<file path="src/rtl/fpga_config_loader.sv">
`default_nettype none
// ============================================================================
// Module   : fpga_config_loader
// Brief    : Word-stream configuration loader with XOR checksum; commits the
//            LUT, connection-box and switch-box vectors only after a good load.
// Revision : 1.0 - initial release
// ============================================================================
module fpga_config_loader #(
    parameter int WORD_W    = 8,
    parameter int SRAM_BITS = 144,
    parameter int CB_BITS   = 420,
    parameter int SB_BITS   = 240
) (
    input  logic                 clk,
    input  logic                 reset,
    input  logic                 start,
    input  logic [WORD_W-1:0]    din,
    input  logic                 din_valid,
    output logic                 din_ready,
    output logic [SRAM_BITS-1:0] sramConfig,
    output logic [CB_BITS-1:0]   cbconfig,
    output logic [SB_BITS-1:0]   sconfig,
    output logic                 busy,
    output logic                 config_valid,
    output logic                 error,
    output logic                 fabric_reset
);

    localparam int TOTAL    = SRAM_BITS + CB_BITS + SB_BITS;
    localparam int NWORDS   = (TOTAL + WORD_W - 1) / WORD_W;
    localparam int PAD      = NWORDS * WORD_W - TOTAL;
    localparam int SHADOW_W = NWORDS * WORD_W;
    localparam int CNT_W    = $clog2(NWORDS + 1);
    localparam logic [CNT_W-1:0] C_LAST = CNT_W'(NWORDS - 1);

    typedef enum logic [2:0] {
        S_IDLE   = 3'd0,
        S_LOAD   = 3'd1,
        S_CSUM   = 3'd2,
        S_COMMIT = 3'd3,
        S_ERROR  = 3'd4
    } state_t;

    state_t                r_state;
    logic [CNT_W-1:0]      r_cnt;
    logic [WORD_W-1:0]     r_xor;
    logic [SHADOW_W-1:0]   r_shadow;
    logic [SRAM_BITS-1:0]  r_sram;
    logic [CB_BITS-1:0]    r_cb;
    logic [SB_BITS-1:0]    r_sb;
    logic                  r_ready;
    logic                  r_busy;
    logic                  r_valid;
    logic                  r_error;
    logic                  r_freset;

    logic                  w_xfer;
    logic [SHADOW_W-1:0]   w_shadow_next;

    assign w_xfer = din_valid && r_ready;

    // Words enter at the bottom, so word 0 ends up in the top bits.
    generate
        if (NWORDS > 1) begin : g_shift
            assign w_shadow_next = {r_shadow[SHADOW_W-WORD_W-1:0], din};
        end else begin : g_single
            assign w_shadow_next = din;
        end
    endgenerate

    always_ff @(posedge clk or negedge reset) begin
        if (!reset) begin
            r_state  <= S_IDLE;
            r_cnt    <= '0;
            r_xor    <= '0;
            r_shadow <= '0;
            r_sram   <= '0;
            r_cb     <= '0;
            r_sb     <= '0;
            r_ready  <= 1'b0;
            r_busy   <= 1'b0;
            r_valid  <= 1'b0;
            r_error  <= 1'b0;
            r_freset <= 1'b1;
        end else begin
            case (r_state)
                S_IDLE, S_ERROR: begin
                    if (start) begin
                        r_state  <= S_LOAD;
                        r_cnt    <= '0;
                        r_xor    <= '0;
                        r_error  <= 1'b0;
                        r_valid  <= 1'b0;
                        r_ready  <= 1'b1;
                        r_busy   <= 1'b1;
                        r_freset <= 1'b1;
                    end
                end

                S_LOAD: begin
                    if (start) begin
                        r_cnt <= '0;
                        r_xor <= '0;
                    end else if (w_xfer) begin
                        r_shadow <= w_shadow_next;
                        r_xor    <= r_xor ^ din;
                        r_cnt    <= r_cnt + CNT_W'(1);
                        if (r_cnt == C_LAST) begin
                            r_state <= S_CSUM;
                        end
                    end
                end

                S_CSUM: begin
                    if (start) begin
                        r_state <= S_LOAD;
                        r_cnt   <= '0;
                        r_xor   <= '0;
                    end else if (w_xfer) begin
                        r_ready <= 1'b0;
                        if (din == r_xor) begin
                            r_state <= S_COMMIT;
                        end else begin
                            r_state <= S_ERROR;
                            r_error <= 1'b1;
                            r_busy  <= 1'b0;
                        end
                    end
                end

                S_COMMIT: begin
                    // The only place the fabric-facing vectors ever change.
                    r_sram   <= r_shadow[SHADOW_W-1 -: SRAM_BITS];
                    r_cb     <= r_shadow[SHADOW_W-1-SRAM_BITS -: CB_BITS];
                    r_sb     <= r_shadow[PAD +: SB_BITS];
                    r_valid  <= 1'b1;
                    r_busy   <= 1'b0;
                    r_freset <= 1'b0;
                    r_state  <= S_IDLE;
                end

                default: begin
                    r_state  <= S_IDLE;
                    r_ready  <= 1'b0;
                    r_busy   <= 1'b0;
                    r_valid  <= 1'b0;
                    r_freset <= 1'b1;
                end
            endcase
        end
    end

    assign din_ready    = r_ready;
    assign busy         = r_busy;
    assign config_valid = r_valid;
    assign error        = r_error;
    assign fabric_reset = r_freset;
    assign sramConfig   = r_sram;
    assign cbconfig     = r_cb;
    assign sconfig      = r_sb;

endmodule
`default_nettype wire

</file>
<file path="config.mk">
export PLATFORM = sky130hd
export DESIGN_NAME = fpga_config_loader
export DESIGN_NICKNAME = d
export VERILOG_FILES = /design/src/rtl/fpga_config_loader.sv
export SDC_FILE = /design/constraint.sdc
export NUM_CORES = 2
export LEC_CHECK = 0
export ABC_AREA = 0
export BUFFER_PORTS_ARGS = -buffer_cell sky130_fd_sc_hd__buf_2
export CORE_MARGIN = 2
export CORE_UTILIZATION = 55
export DETAILED_ROUTE_END_ITERATION = 12
export PLACE_DENSITY = 0.77
export SLEW_MARGIN = 25
export SYNTH_ARGS = -nofsm -noshare
export SYNTH_HDL_FRONTEND = slang
export SYNTH_SLANG_ARGS = --single-unit
</file>
<file path="constraint.sdc">
create_clock -name clk -period 5.4 [get_ports clk]
set_clock_uncertainty 0.2 [all_clocks]
set_input_delay 0.54 -clock clk [delete_from_list [all_inputs] [get_ports clk]]
set_output_delay 0.54 -clock clk [all_outputs]
set_load 0.05 [all_outputs]
</file>
---- After elaboration in Yosys (flattened, before gate mapping) ----
Cells that the tools add are included.
word-level totals
  flip-flop bits (word level) ............. 1635
  bits of input ports ..................... 12
  output and inout bits ................... 809
  word-level logic and storage cells ...... 80
operators by class
  add/sub/neg operators ................... 1
  eq/ne operators ......................... 16
  multiplexer cells ....................... 31
  bitwise logic cells ..................... 5
  reduce and logical (&&, ||, !) cells .... 15
operators by type and width
  cell                 count
  $mux 8               3
  $mux 3               7
  $mux 7               3
  $pmux 8 s2           1
  $reduce_and 5->1     3
  $ne 2x2->1 const B   7
  $pmux 7 s2           1
  $pmux 1 s3           4
  $mux 1               10
  $pmux 3 s3           1
  $eq 8x8->1           1
  $xor 8x8->8          1
  $add 7x1->7 const B  1
  $eq 7x7->1 const B   1
  $eq 3x2->1 const B   2
  $ne 3x3->1 const B   2
  $reduce_and 3->1     2
  $reduce_or 2->1      3
  $not 1->1            4
  $reduce_and 4->1     1
  $reduce_bool 2->1    2
  $eq 3x1->1 const B   1
  $eq 3x3->1 const B   1
  $logic_not 3->1      1
  other kinds (5)      5

---- Logic depth before layout (Yosys ltp) ----
  depth in word-level cells ............... 5
  mapped depth ............................ 7
  mapped depth without buffers ............ 5

---- Worst setup path before layout ----
Ideal clock, no wire load.
  kind .................................... reg2reg
  start ................................... register r_ready, in the netlist din_ready
  end ..................................... register r_shadow[665]
  setup time .............................. 65 ps
  data arrival time ....................... 1833 ps
  data required time ...................... 5135 ps
  slack ................................... 3302 ps
  cell stages (with the launch flop) ...... 8
  path buffers ............................ 3
  clock period less this slack ............ 2098 ps
  path through ............................ dfrtp_1 -> and2_1 -> nand3_1 -> buf_2 -> clkbuf_1 -> clkbuf_1 -> nand2_1 -> nand2_1
between the ends
  word-level cells in the longest chain between the ends .. 2
RTL lines
  element                     line  text
  start: declaration          51    logic r_ready;
  start signal: assignment    80    r_ready <= 1'b0;
  start signal: assignment    94    r_ready <= 1'b1;
  start signal: assignment    120   r_ready <= 1'b0;
  $logic_and 1x1->1           60    assign w_xfer = din_valid && r_ready;
  $reduce_and 3->1 (no line)  -
  end signal: assignment      105   r_shadow <= w_shadow_next;
  end: declaration            47    logic [SHADOW_W-1:0] r_shadow;
Every way passes these cells.
A chain may end at the register's enable or synchronous reset.

---- Final worst setup path ----
  start ................................... register r_state[0]
  end ..................................... register r_shadow[475]
between the ends
  word-level cells in the longest chain between the ends .. 2
RTL lines
  element                     line  text
  start: declaration          44    state_t r_state;
  start signal: assignment    73    r_state <= S_IDLE;
  start signal: assignment    89    r_state <= S_LOAD;
  start signal: assignment    109   r_state <= S_CSUM;
  $eq 3x1->1                  86    case (r_state)
  $reduce_and 3->1 (no line)  -
Every way passes these cells.

==> reports/results.ini <==
[worst_setup_path]
cp_max_fo=211
cpMaxStageDelayCell=nand3_4
critPathArrivalTime_ps=3840
slowest_delay_ps=710
cp-start-kind=register
critical_path_required_ps=5850
crit_type=reg2reg
crit_top_cell=nand2_1
endpoint_kind=register
crit_chain=nor3b_2 -> nand3_4 -> buf_12 -> nand2_1 -> nand2_1

[place]
dpl_worst_slack_ps=2260
hpwl_mm=104.1
globalplace.congestion=0.8508
numPortBuffers=820

[routing]
route.detailed.drc=0
drtIter0Drc=3078
dr.pass1.iters=6
vias_per_cell=5.343
drtAntennaViolNets=0
dr_total_vias=40790
wl_per_cell_um=20.51
drt_wl_total_mm=156.6

[yosys]
synth_edf_count=0
yosys.area.top_type=dfrtp_1
synth_ff_type=dfrtp_1
synth.avg_cell_area_um2=11.68
synth_mux_area_frac=0.1498
synth_top_family_by_area=simple AND/OR/NAND/NOR gates
ys_ff_latch=1635
synthArstFlopShare=1.000
synth_area_leaders=dfrtp_1, nand2_1, mux2_2
synthSimpleGateAreaFrac=0.1523
synth.cell_area_um2=61170
ys_seq_area_frac=0.6689
synthCells=5235
synth_compound_area_frac=0.003314
synth.top_cell.area_share=0.6685
synth_fa_ha_area_frac=0.0009001
syn_nets=5249
synth_xor_area_frac=0.001432
netlist-cell-type-count=41
ys_warn_count=0

[floorplan]
design.core.area_um2=110500
dieArea_um2=113900
fp-row-count=122
die_x_um=337.5
initial_core_util=0.5535
die_y_um=337.5
io_pins=821

[clock_tree]
ctsLongestPathBuffers=3
clk_pin_slew_ps=60
clk-insertion-delay-late_ps=770
clock_sink_count=1635
cts_made_buffers=161
h-tree-depth=4
cts_root_buffer=clkbuf_16
cts_setup_buffers=0
cts_tree=done

[cells_and_area]
nets=6027
areaGrowthSynthToFinish_pct=17.97
utilization=0.6529
n_fill_cell=8133
ff_latch_area_um2=40920
drive_gt1_frac=0.3162
multi_input_area_um2=18850

[global_route]
grtUsageTotal=0.2728
antenna_found_initial=2
grt_pass1_vias=40970
grt_overflow=0
grt_max_degree=212
grt_first_pass_wirelength_mm=240.0

[timing]
min_period_ps=3390
finalHoldViolations=0
tns_ps=0
worst_pin_slew_ps=1174
finalWorstSetupSlack_ps=2010
slew_viol_final=0
fmax_mhz=295.0
maxSlewHeadroom=0.2176
setup_viol=0
finalHoldWorstSlack_ps=224.4
rsz0062_at_grt=false
period_share=0.6278

[hold_path]
hp-class=in2async

[power_and_ir_drop]
ir_worst_vdd_mv=0.2746
leakagePower_nw=42.23
powerDensity_nw_per_um2=352.3

[run_status]
status=complete, no violations

[flow_run]
cap_violations=0

## synth_stat cells, drive strengths merged, types with 2 or more instances
cell type	count
buf	195
mux2i	11
dfrtp	1634
nand4	3
nand3	4
nor2	10
xor2	10
mux2	804
o21ai	4
nor3	2
o21a	8
clkbuf	78
a31o	2
nand2b	3
nand2	2431
maj3	3
ha	2
inv	5
o31ai	2
a21oi	2
o31a	3
and2	2
## registers in the layout, indices dropped and copies added, names as in the netlist
signal and count:
busy 1, cbconfig 420, config_valid 1, din_ready 1, error 1, fabric_reset 1
r_cnt 7, r_shadow 808, r_state 3, r_xor 8, sconfig 240, sramConfig 144
## repair_timing
item                      4_1_cts  5_1_grt
hold buffers                   12        0
hold endpoints to repair      126        0
gates resized for setup         0        0
## final timing paths
path                               start             to  slack (ps)  depth (start not counted)
max                           r_state[0]  r_shadow[475]        2010                          5
max in group asynchronous          reset  r_shadow[106]        3200                          3
min                                reset  cbconfig[301]         220                          2
max reg2reg                   r_state[0]  r_shadow[475]        2010                          5
min in group clk           r_shadow[805]  r_shadow[805]         280                          2
min reg2reg                r_shadow[805]  r_shadow[805]         280                          2
## layout by cell type, fill, tap and decap left out, types with 4 or more instances in the layout
cell              n
buf_12           23
buf_2           819
buf_4            34
bufinv_16        16
clkbuf_1         39
clkbuf_16       161
clkbuf_8         36
clkinv_2         16
clkinv_4          4
clkinv_8          5
clkinvlp_4        5
dfrtp_1        1634
dlygate4sd3_1    12
inv_1             5
inv_6             8
mux2_2          804
mux2i_1          11
nand2_1        2430
nor2_1           10
o21a_1            8
o21ai_0           4
xor2_1           10
## critical path: cells and delay by family, from the launching register on
family,cells,cell delay [ps]
AND/OR/NAND/NOR,4,1550
buffers and inverters,1,500
flip-flops,1,630
## report_power, final
part | internal, W | total (W) | leakage [nW] | switching (W)
combinational | 0.000198 | 0.000965 | 16.7 | 0.000767
sequential | 0.0125 | 0.0128 | 22.8 | 0.000282
clock | 0.00683 | 0.0116 | 2.72 | 0.00481
## layer usage
layer,global-route usage,part of all wire,up-vias
met2,0.4367,0.48,1282
met4,0.1256,0.048,0
met5,0,0,-
met3,0.08329,0.082,317
met1,0.3421,0.39,20880
li1,-,-,18310
## final cells by class
type / count / area share
Timing Repair Buffer: 888 / 0.06839
Inverter: 5 / 0.0002601
Sequential cell: 1635 / 0.5670
Tap cell: 1488 / 0.02580
Clock inverter: 59 / 0.01255
Clock buffer: 236 / 0.06473
Multi-Input combinational cell: 3322 / 0.2612
Antenna cell: 1 / 0.00003468
## cell families (layout without fill, tap and decap cells)
logic type / count (synthesis) / count (layout)
compound gates: 28 / 28
xor+xnor: 10 / 10
fa+ha+maj: 5 / 5
buf+inv: 278 / 1188
flops: 1635 / 1635
mux: 815 / 815
other cells: 0 / 1
simple gates: 2464 / 2464
## metrics by stage
stage	total power [W]	instance area, µm²	cells
6_report	0.02542	72160	7634
5_1_grt	0.02625	72160	7634
4_1_cts	0.02559	72160	7633
3_5_place_dp	0.01400	66460	7326
3_3_place_gp	0.01396	66450	7325
2_1_floorplan	0.01348	61170	5235
No activity file was read; power rests on OpenSTA's default activity.
